### config.mk
export PLATFORM = sky130hd
export DESIGN_NAME = moving_average_ctrl
export DESIGN_NICKNAME = d
export VERILOG_FILES = /design/src/rtl/moving_average_pkg.sv /design/src/rtl/ma_out_fifo.sv /design/src/rtl/moving_average_ctrl.sv
export SDC_FILE = /design/constraint.sdc
export NUM_CORES = 1
export LEC_CHECK = 0
export ABC_AREA = 1
export BUFFER_PORTS_ARGS = -buffer_cell sky130_fd_sc_hd__buf_4
export CELL_PAD_IN_SITES_DETAIL_PLACEMENT = 1
export CELL_PAD_IN_SITES_GLOBAL_PLACEMENT = 1
export CORE_MARGIN = 5
export CORE_UTILIZATION = 39
export DETAILED_ROUTE_END_ITERATION = 12
export PLACE_DENSITY_LB_ADDON = 0.08
export SYNTH_ARGS = -nofsm -noshare
export SYNTH_HDL_FRONTEND = slang
export SYNTH_HIERARCHICAL = 1
export SYNTH_SLANG_ARGS = --single-unit
export TNS_END_PERCENT = 10
### constraint.sdc
create_clock -name Clk -period 1.9 [get_ports Clk]
set_input_delay 0.38 -clock Clk [delete_from_list [all_inputs] [get_ports Clk]]
set_output_delay 0.38 -clock Clk [all_outputs]
set_load 0.005 [all_outputs]
### src/rtl/moving_average_pkg.sv
// moving_average_pkg: shared state encoding and derived sizing for the moving-average sequencer
package moving_average_pkg;

  typedef enum logic [2:0] {IDLE, CLEAR, FILL, RUN, DRAIN} state_t;

  // Output FIFO depth: covers the enable register, the LATENCY token stages and one slot to decouple downstream
  function automatic int fifo_depth(input int latency);
    return latency + 2;
  endfunction

endpackage

### src/rtl/ma_out_fifo.sv
// ma_out_fifo: first-word-fall-through result FIFO with occupancy count
module ma_out_fifo #(
  parameter int WIDTH = 8,
  parameter int DEPTH = 3,
  localparam int AW = (DEPTH > 1) ? $clog2(DEPTH) : 1,
  localparam int CW = $clog2(DEPTH + 1)
) (
  input  logic             clk,
  input  logic             rst_n,
  input  logic             wr_en,
  input  logic [WIDTH-1:0] wr_data,
  input  logic             rd_en,
  output logic [WIDTH-1:0] rd_data,
  output logic [CW-1:0]    count
);

  logic [WIDTH-1:0] mem_q [DEPTH];
  logic [WIDTH-1:0] mem_d [DEPTH];
  logic [AW-1:0]    wr_ptr_q, wr_ptr_d, rd_ptr_q, rd_ptr_d;
  logic [CW-1:0]    count_q, count_d;
  logic             wr, rd;

  function automatic logic [AW-1:0] nxt(input logic [AW-1:0] p);
    return (p == AW'(DEPTH - 1)) ? '0 : p + 1'b1;
  endfunction

  assign wr      = wr_en && (count_q != CW'(DEPTH));
  assign rd      = rd_en && (count_q != '0);
  assign rd_data = mem_q[rd_ptr_q];
  assign count   = count_q;

  // Write at the tail, advance the head on read, track occupancy
  always_comb begin
    mem_d = mem_q;
    if (wr) mem_d[wr_ptr_q] = wr_data;
    wr_ptr_d = wr ? nxt(wr_ptr_q) : wr_ptr_q;
    rd_ptr_d = rd ? nxt(rd_ptr_q) : rd_ptr_q;
    count_d  = count_q + CW'(wr) - CW'(rd);
  end

  // Storage and pointer registers; reset empties the FIFO and zeroes the head word
  always_ff @(posedge clk or negedge rst_n) begin
    if (!rst_n) begin
      mem_q    <= '{default: '0};
      wr_ptr_q <= '0;
      rd_ptr_q <= '0;
      count_q  <= '0;
    end else begin
      mem_q    <= mem_d;
      wr_ptr_q <= wr_ptr_d;
      rd_ptr_q <= rd_ptr_d;
      count_q  <= count_d;
    end
  end

endmodule

### src/rtl/moving_average_ctrl.sv
// moving_average_ctrl: run sequencer, warm-up suppression and credit-managed output buffering for moving_average
module moving_average_ctrl
  import moving_average_pkg::*;
#(
  parameter int WIDTH   = 8,
  parameter int TAPS    = 4,
  parameter int LATENCY = 1,
  parameter int CNT_W   = 16
) (
  input  logic             Clk,
  input  logic             Reset_n,
  input  logic             Start,
  input  logic             Stop,
  input  logic             In_valid,
  output logic             In_ready,
  input  logic [WIDTH-1:0] In_data,
  output logic             Ma_clear,
  output logic             Ma_enable,
  output logic [WIDTH-1:0] Ma_X1,
  input  logic [WIDTH-1:0] Ma_Z,
  output logic             Out_valid,
  input  logic             Out_ready,
  output logic [WIDTH-1:0] Out_data,
  output logic             Busy,
  output logic [CNT_W-1:0] Sample_count
);

  localparam int DEPTH = fifo_depth(LATENCY);
  localparam int CRW   = $clog2(DEPTH + 1);

  state_t             state_q, state_d;
  logic               ma_clear_q, ma_clear_d;
  logic               ma_enable_q, ma_enable_d;
  logic               emit_q, emit_d;
  logic [WIDTH-1:0]   ma_x1_q, ma_x1_d;
  logic [LATENCY-1:0] tok_v_q, tok_v_d, tok_e_q, tok_e_d;
  logic [CRW-1:0]     credits_q, credits_d;
  logic [CNT_W-1:0]   sample_count_q, sample_count_d;
  logic               busy_q, busy_d;
  logic [CRW-1:0]     fifo_count;
  logic               acc, emit_now, retire, push, drop, pop;

  // Acceptance needs an open run and a free slot somewhere between datapath and FIFO
  assign In_ready = ((state_q == FILL) || (state_q == RUN)) && (credits_q < CRW'(DEPTH));
  assign acc      = In_valid && In_ready;
  assign emit_now = int'(sample_count_q) + 1 >= TAPS;
  assign retire   = tok_v_q[LATENCY-1];
  assign push     = retire && tok_e_q[LATENCY-1];
  assign drop     = retire && !tok_e_q[LATENCY-1];
  assign Out_valid = fifo_count != '0;
  assign pop      = Out_valid && Out_ready;

  assign Ma_clear     = ma_clear_q;
  assign Ma_enable    = ma_enable_q;
  assign Ma_X1        = ma_x1_q;
  assign Busy         = busy_q;
  assign Sample_count = sample_count_q;

  ma_out_fifo #(.WIDTH(WIDTH), .DEPTH(DEPTH)) u_fifo (
    .clk     (Clk),
    .rst_n   (Reset_n),
    .wr_en   (push),
    .wr_data (Ma_Z),
    .rd_en   (pop),
    .rd_data (Out_data),
    .count   (fifo_count)
  );

  // Run sequencing: Start only from IDLE, Stop only while accepting, drain until nothing is outstanding
  always_comb begin
    state_d = state_q;
    case (state_q)
      IDLE:    state_d = Start ? CLEAR : IDLE;
      CLEAR:   state_d = FILL;
      FILL:    state_d = Stop ? DRAIN : (acc && emit_now) ? RUN : FILL;
      RUN:     state_d = Stop ? DRAIN : RUN;
      DRAIN:   state_d = (credits_q == '0) ? IDLE : DRAIN;
      default: state_d = IDLE;
    endcase
  end

  // Datapath strobes, token pipeline, credits and sample counter; entering CLEAR restarts the run bookkeeping
  always_comb begin
    ma_clear_d     = state_d == CLEAR;
    busy_d         = state_d != IDLE;
    ma_enable_d    = acc;
    emit_d         = acc && emit_now;
    ma_x1_d        = acc ? In_data : ma_x1_q;
    tok_v_d        = LATENCY'({tok_v_q, ma_enable_q});
    tok_e_d        = LATENCY'({tok_e_q, emit_q});
    credits_d      = (state_d == CLEAR) ? '0 : credits_q + CRW'(acc) - CRW'(pop) - CRW'(drop);
    sample_count_d = (state_d == CLEAR) ? '0 :
                     (acc && sample_count_q != '1) ? sample_count_q + 1'b1 : sample_count_q;
  end

  // Control registers; reset abandons any in-flight tokens
  always_ff @(posedge Clk or negedge Reset_n) begin
    if (!Reset_n) begin
      state_q        <= IDLE;
      ma_clear_q     <= 1'b0;
      ma_enable_q    <= 1'b0;
      emit_q         <= 1'b0;
      ma_x1_q        <= '0;
      tok_v_q        <= '0;
      tok_e_q        <= '0;
      credits_q      <= '0;
      sample_count_q <= '0;
      busy_q         <= 1'b0;
    end else begin
      state_q        <= state_d;
      ma_clear_q     <= ma_clear_d;
      ma_enable_q    <= ma_enable_d;
      emit_q         <= emit_d;
      ma_x1_q        <= ma_x1_d;
      tok_v_q        <= tok_v_d;
      tok_e_q        <= tok_e_d;
      credits_q      <= credits_d;
      sample_count_q <= sample_count_d;
      busy_q         <= busy_d;
    end
  end

endmodule

==> impl_metrics.csv <==
group,metric,value,unit
run_status,outcome,"finished, final reports clean",
cells_and_area,num_antenna_cells,0,
power_and_ir_drop,total_leakage_power,1.99,nW
drt,drt_iter0_markers,88,
drt,drc,0,
floorplanning,coreArea,0.00826,mm2
logic_synthesis,syn_area_per_cell,7.93,um2
global_routing,grt_use_total,0.198,
timing,finalHoldViolCount,0,
clock_tree,cts_tree,"done",
logic_synthesis,muxShareOfSynthArea,0,
logic_synthesis,syn-cell-area,0.00333,mm2
global_routing,grt_first_pass_wirelength,16100,um
drt,viasPerCell,5.06,
power_and_ir_drop,p_switching,1.92,mW
power_and_ir_drop,pwr_density_cell,1230,mW/mm2
timing,relSlewSlack,0.777,
critical_path,crit_buf_inv,1,
drt,dr.pass1.iters,4,
power_and_ir_drop,vdd_ir_drop_max,0.452,mV
timing,setup_viol,0,
timing,finalCritPeriodShare,0.950,
placed_design,placed_cells,586,
placed_design,gp_congestion,0.853,
critical_path,slowest_stage,"dfrtp_1",
cells_and_area,area_delta_synth_final,27.9,%
timing,fin_tns_setup,0,ps
critical_path,worstSetupPathType,"reg -> reg",
floorplanning,start_util,0.403,
timing,fin_hold_ws,234,ps
drt,wirelength,9660,um
clock_tree,htree_num_levels,3,
critical_path,crit_arrival,2020,ps
logic_synthesis,synth_top_family_by_area,"simple AND/OR/NAND/NOR gates",
critical_path,max_stage_delay,360,ps
logic_synthesis,synth_cell_types,30,
power_and_ir_drop,pwr-share-comb,0.367,
clock_tree,clk_latency,340,ps
cells_and_area,final_common_cell,"nand2_1",
clock_tree,cts_buffers,9,
cells_and_area,utilization,0.516,
logic_synthesis,synth-compound-area-share,0.0751,
drt,vias,3070,
floorplanning,die_h,102,um
drt,detail_route.wl_per_cell,15.9,um
critical_path,worstPathRequired,2120,ps
timing,setup_ws,95.1,ps
critical_path,end_kind,"flip-flop",
power_and_ir_drop,seqPwrFrac,0.372,
critical_path,critical-path-top-delay-family,"simple AND/OR/NAND/NOR gates",
global_routing,grt_pass1_vias,3361,
floorplanning,die_w,102,um
placed_design,hpwl,6890,um
power_and_ir_drop,p_clk_frac,0.261,
power_and_ir_drop,internal_power,3.33,mW
placed_design,place.port_buffers,58,
logic_synthesis,synth-simple-area-share,0.345,
drt,drtAntennaViolNets,0,
logic_synthesis,ys_warn_count,6,
cells_and_area,drive_gt1_frac,0.265,
clock_tree,clock_sinks,65,
logic_synthesis,synth_xor_area_frac,0.00526,
global_routing,gr-total-overflow,0,
placed_design,post-place-ws,28.9,ps
timing,max_freq,554,MHz
logic_synthesis,syn-instance-count,420,
job,cap_violations,0,
logic_synthesis,ys_seq_area_frac,0.488,
global_routing,antenna_found_initial,0,
timing,skew,7.39,ps
floorplanning,fp.dieArea,0.0105,mm2
critical_path,worst_path_most_repeated_cell,"nand2_1",
critical_path,cp-start-kind,"flip-flop",
power_and_ir_drop,p_sw_frac,0.366,
cells_and_area,fin_cells,607,
floorplanning,row_count,33,
timing,rsz0062_at_grt,"true",
critical_path,path_max_fanout,4,
timing,final-max-slew-violation-count,0,
critical_path,path_cells,"buf_4 > nand3_1 > nor2_2 > nand2_1 > nand2_1 > nand2_1 > nor2_1 > nand2_1 > nor2_1 > nand2_1 > nand2_2 > nand2_1 > nand2_1 > nand3_1",
cells_and_area,n_fill_cell,1026,
logic_synthesis,synth-seq-cells,65,
floorplanning,boundaryPins,59,
cells_and_area,final_cell_mix,"nand2_1, buf_4, dfrtp_1",
hold_path,worstHoldPathType,"in -> reg",
clock_tree,cts-root-buf,"clkbuf_8",
timing,tightestPinTransition,334,ps
cells_and_area,nets,523,
timing,min_period,1800,ps
logic_synthesis,synth_nets,446,
clock_tree,clk_pin_slew,70,ps
clock_tree,cts_buffer_depth,2,
global_routing,grt_max_degree,44,
logic_synthesis,synthAdderAreaFrac,0.0173,
[cell type report]
class                      count  area, um2  area share
sequential                    65       1630       0.383
multi-input combinational    306       1540       0.362
timing repair buffer          72        559       0.131
inverter                      43        169      0.0396
clock buffer                  10        138      0.0323
tap                          105        131      0.0308
clock inverter                 6       90.1      0.0211
[power groups by stage]
stage / clock, mW / sequential, mW / combinational, mW
6_report: 1.37 / 1.95 / 1.93
2_1_floorplan: 0 / 1.93 / 1.01
3_3_place_gp: 0 / 1.94 / 1.84
4_1_cts: 1.40 / 1.94 / 1.92
3_5_place_dp: 0 / 1.95 / 1.90
5_1_grt: 1.47 / 2.00 / 2.20
[layer usage]
| layer | global-route usage | routed length, um |
|---|---|---|
| met2 | 0.345 | 4990 |
| met5 | 0 | 0 |
| met1 | 0.249 | 4320 |
| met4 | 0.0585 | 91 |
| met3 | 0.0348 | 266 |
[worst paths after layout]
kind / startpoint / to / slack [ps] / cells after the start
min reg2reg: emit_q / tok_e_q / 350 / 0
min: In_data[1] / Ma_X1[1] / 230 / 3
min in group asynchronous: Reset_n / u_fifo/rd_ptr_q[0] / 480 / 2
max reg2reg: Sample_count[1] / Busy / 100 / 14
max in group asynchronous: Reset_n / Sample_count[11] / 880 / 3
max: Sample_count[1] / Busy / 100 / 14
[metrics by stage]
stage | area [um2] | power, mW
2_1_floorplan | 3330 | 2.94
3_3_place_gp | 3920 | 3.78
3_5_place_dp | 3920 | 3.85
4_1_cts | 4170 | 5.26
5_1_grt | 4260 | 5.66
6_report | 4260 | 5.25
[state kept, by name, indices dropped and copies added, names as in the netlist]
register,cells
emit_q,1
Busy,1
Sample_count,16
state_q,3
Ma_clear,1
u_fifo/mem_q,24
retire,1
Ma_X1,8
tok_e_q,1
u_fifo/wr_ptr_q,2
credits_q,2
Ma_enable,1
u_fifo/rd_ptr_q,2
u_fifo/count,2
[synth_stat cells]
| library cell | instances | area [um2] |
|---|---|---|
| nor3_1 | 1 | 5.00 |
| nor2_2 | 6 | 37.5 |
| or2_2 | 1 | 6.26 |
| o21ai_2 | 2 | 17.5 |
| nand3_2 | 3 | 30.0 |
| fa_1 | 1 | 20.0 |
| a21oi_1 | 2 | 10.0 |
| nand4_1 | 7 | 43.8 |
| inv_4 | 1 | 6.26 |
| a211oi_4 | 1 | 20.0 |
| nand2_1 | 155 | 582 |
| buf_2 | 1 | 5.00 |
| nor2_1 | 26 | 97.6 |
| xor2_1 | 1 | 8.76 |
| inv_1 | 38 | 143 |
| nand2_2 | 5 | 31.3 |
| inv_6 | 1 | 8.76 |
| o22ai_1 | 8 | 50.1 |
| nor2_4 | 5 | 56.3 |
| inv_2 | 3 | 11.3 |
| ha_1 | 3 | 37.5 |
| nand2_4 | 2 | 22.5 |
| xnor2_1 | 1 | 8.76 |
| nand3_1 | 45 | 225 |
| buf_6 | 5 | 56.3 |
| dfrtp_1 | 65 | 1630 |
| o21ai_1 | 1 | 5.00 |
| o21ai_0 | 28 | 140 |
| o21a_1 | 1 | 7.51 |
| nor4_2 | 1 | 12.5 |
[cells by family after synthesis]
| group | Yosys count |
|---|---|
| AO/OA/AOI/OAI | 43 |
| XOR/XNOR | 2 |
| adder cells (fa/ha/maj) | 4 |
| buffers and inverters | 49 |
| flip-flops | 65 |
| AND/OR/NAND/NOR | 257 |
[what timing repair did]
action,CTS,global route
cloned,0,0
endpoints found under the hold margin,22,0
pin swaps,0,12
setup endpoints to repair,8,23
setup buffers,0,4
resized for setup,3,20
hold buffers,1,0
[tightest hold or removal path, cell delays in order]
cell	delay [ps]
buf_4	80
nand2_1	40
nand2_1	40
Power figures use the tool's default switching activity.
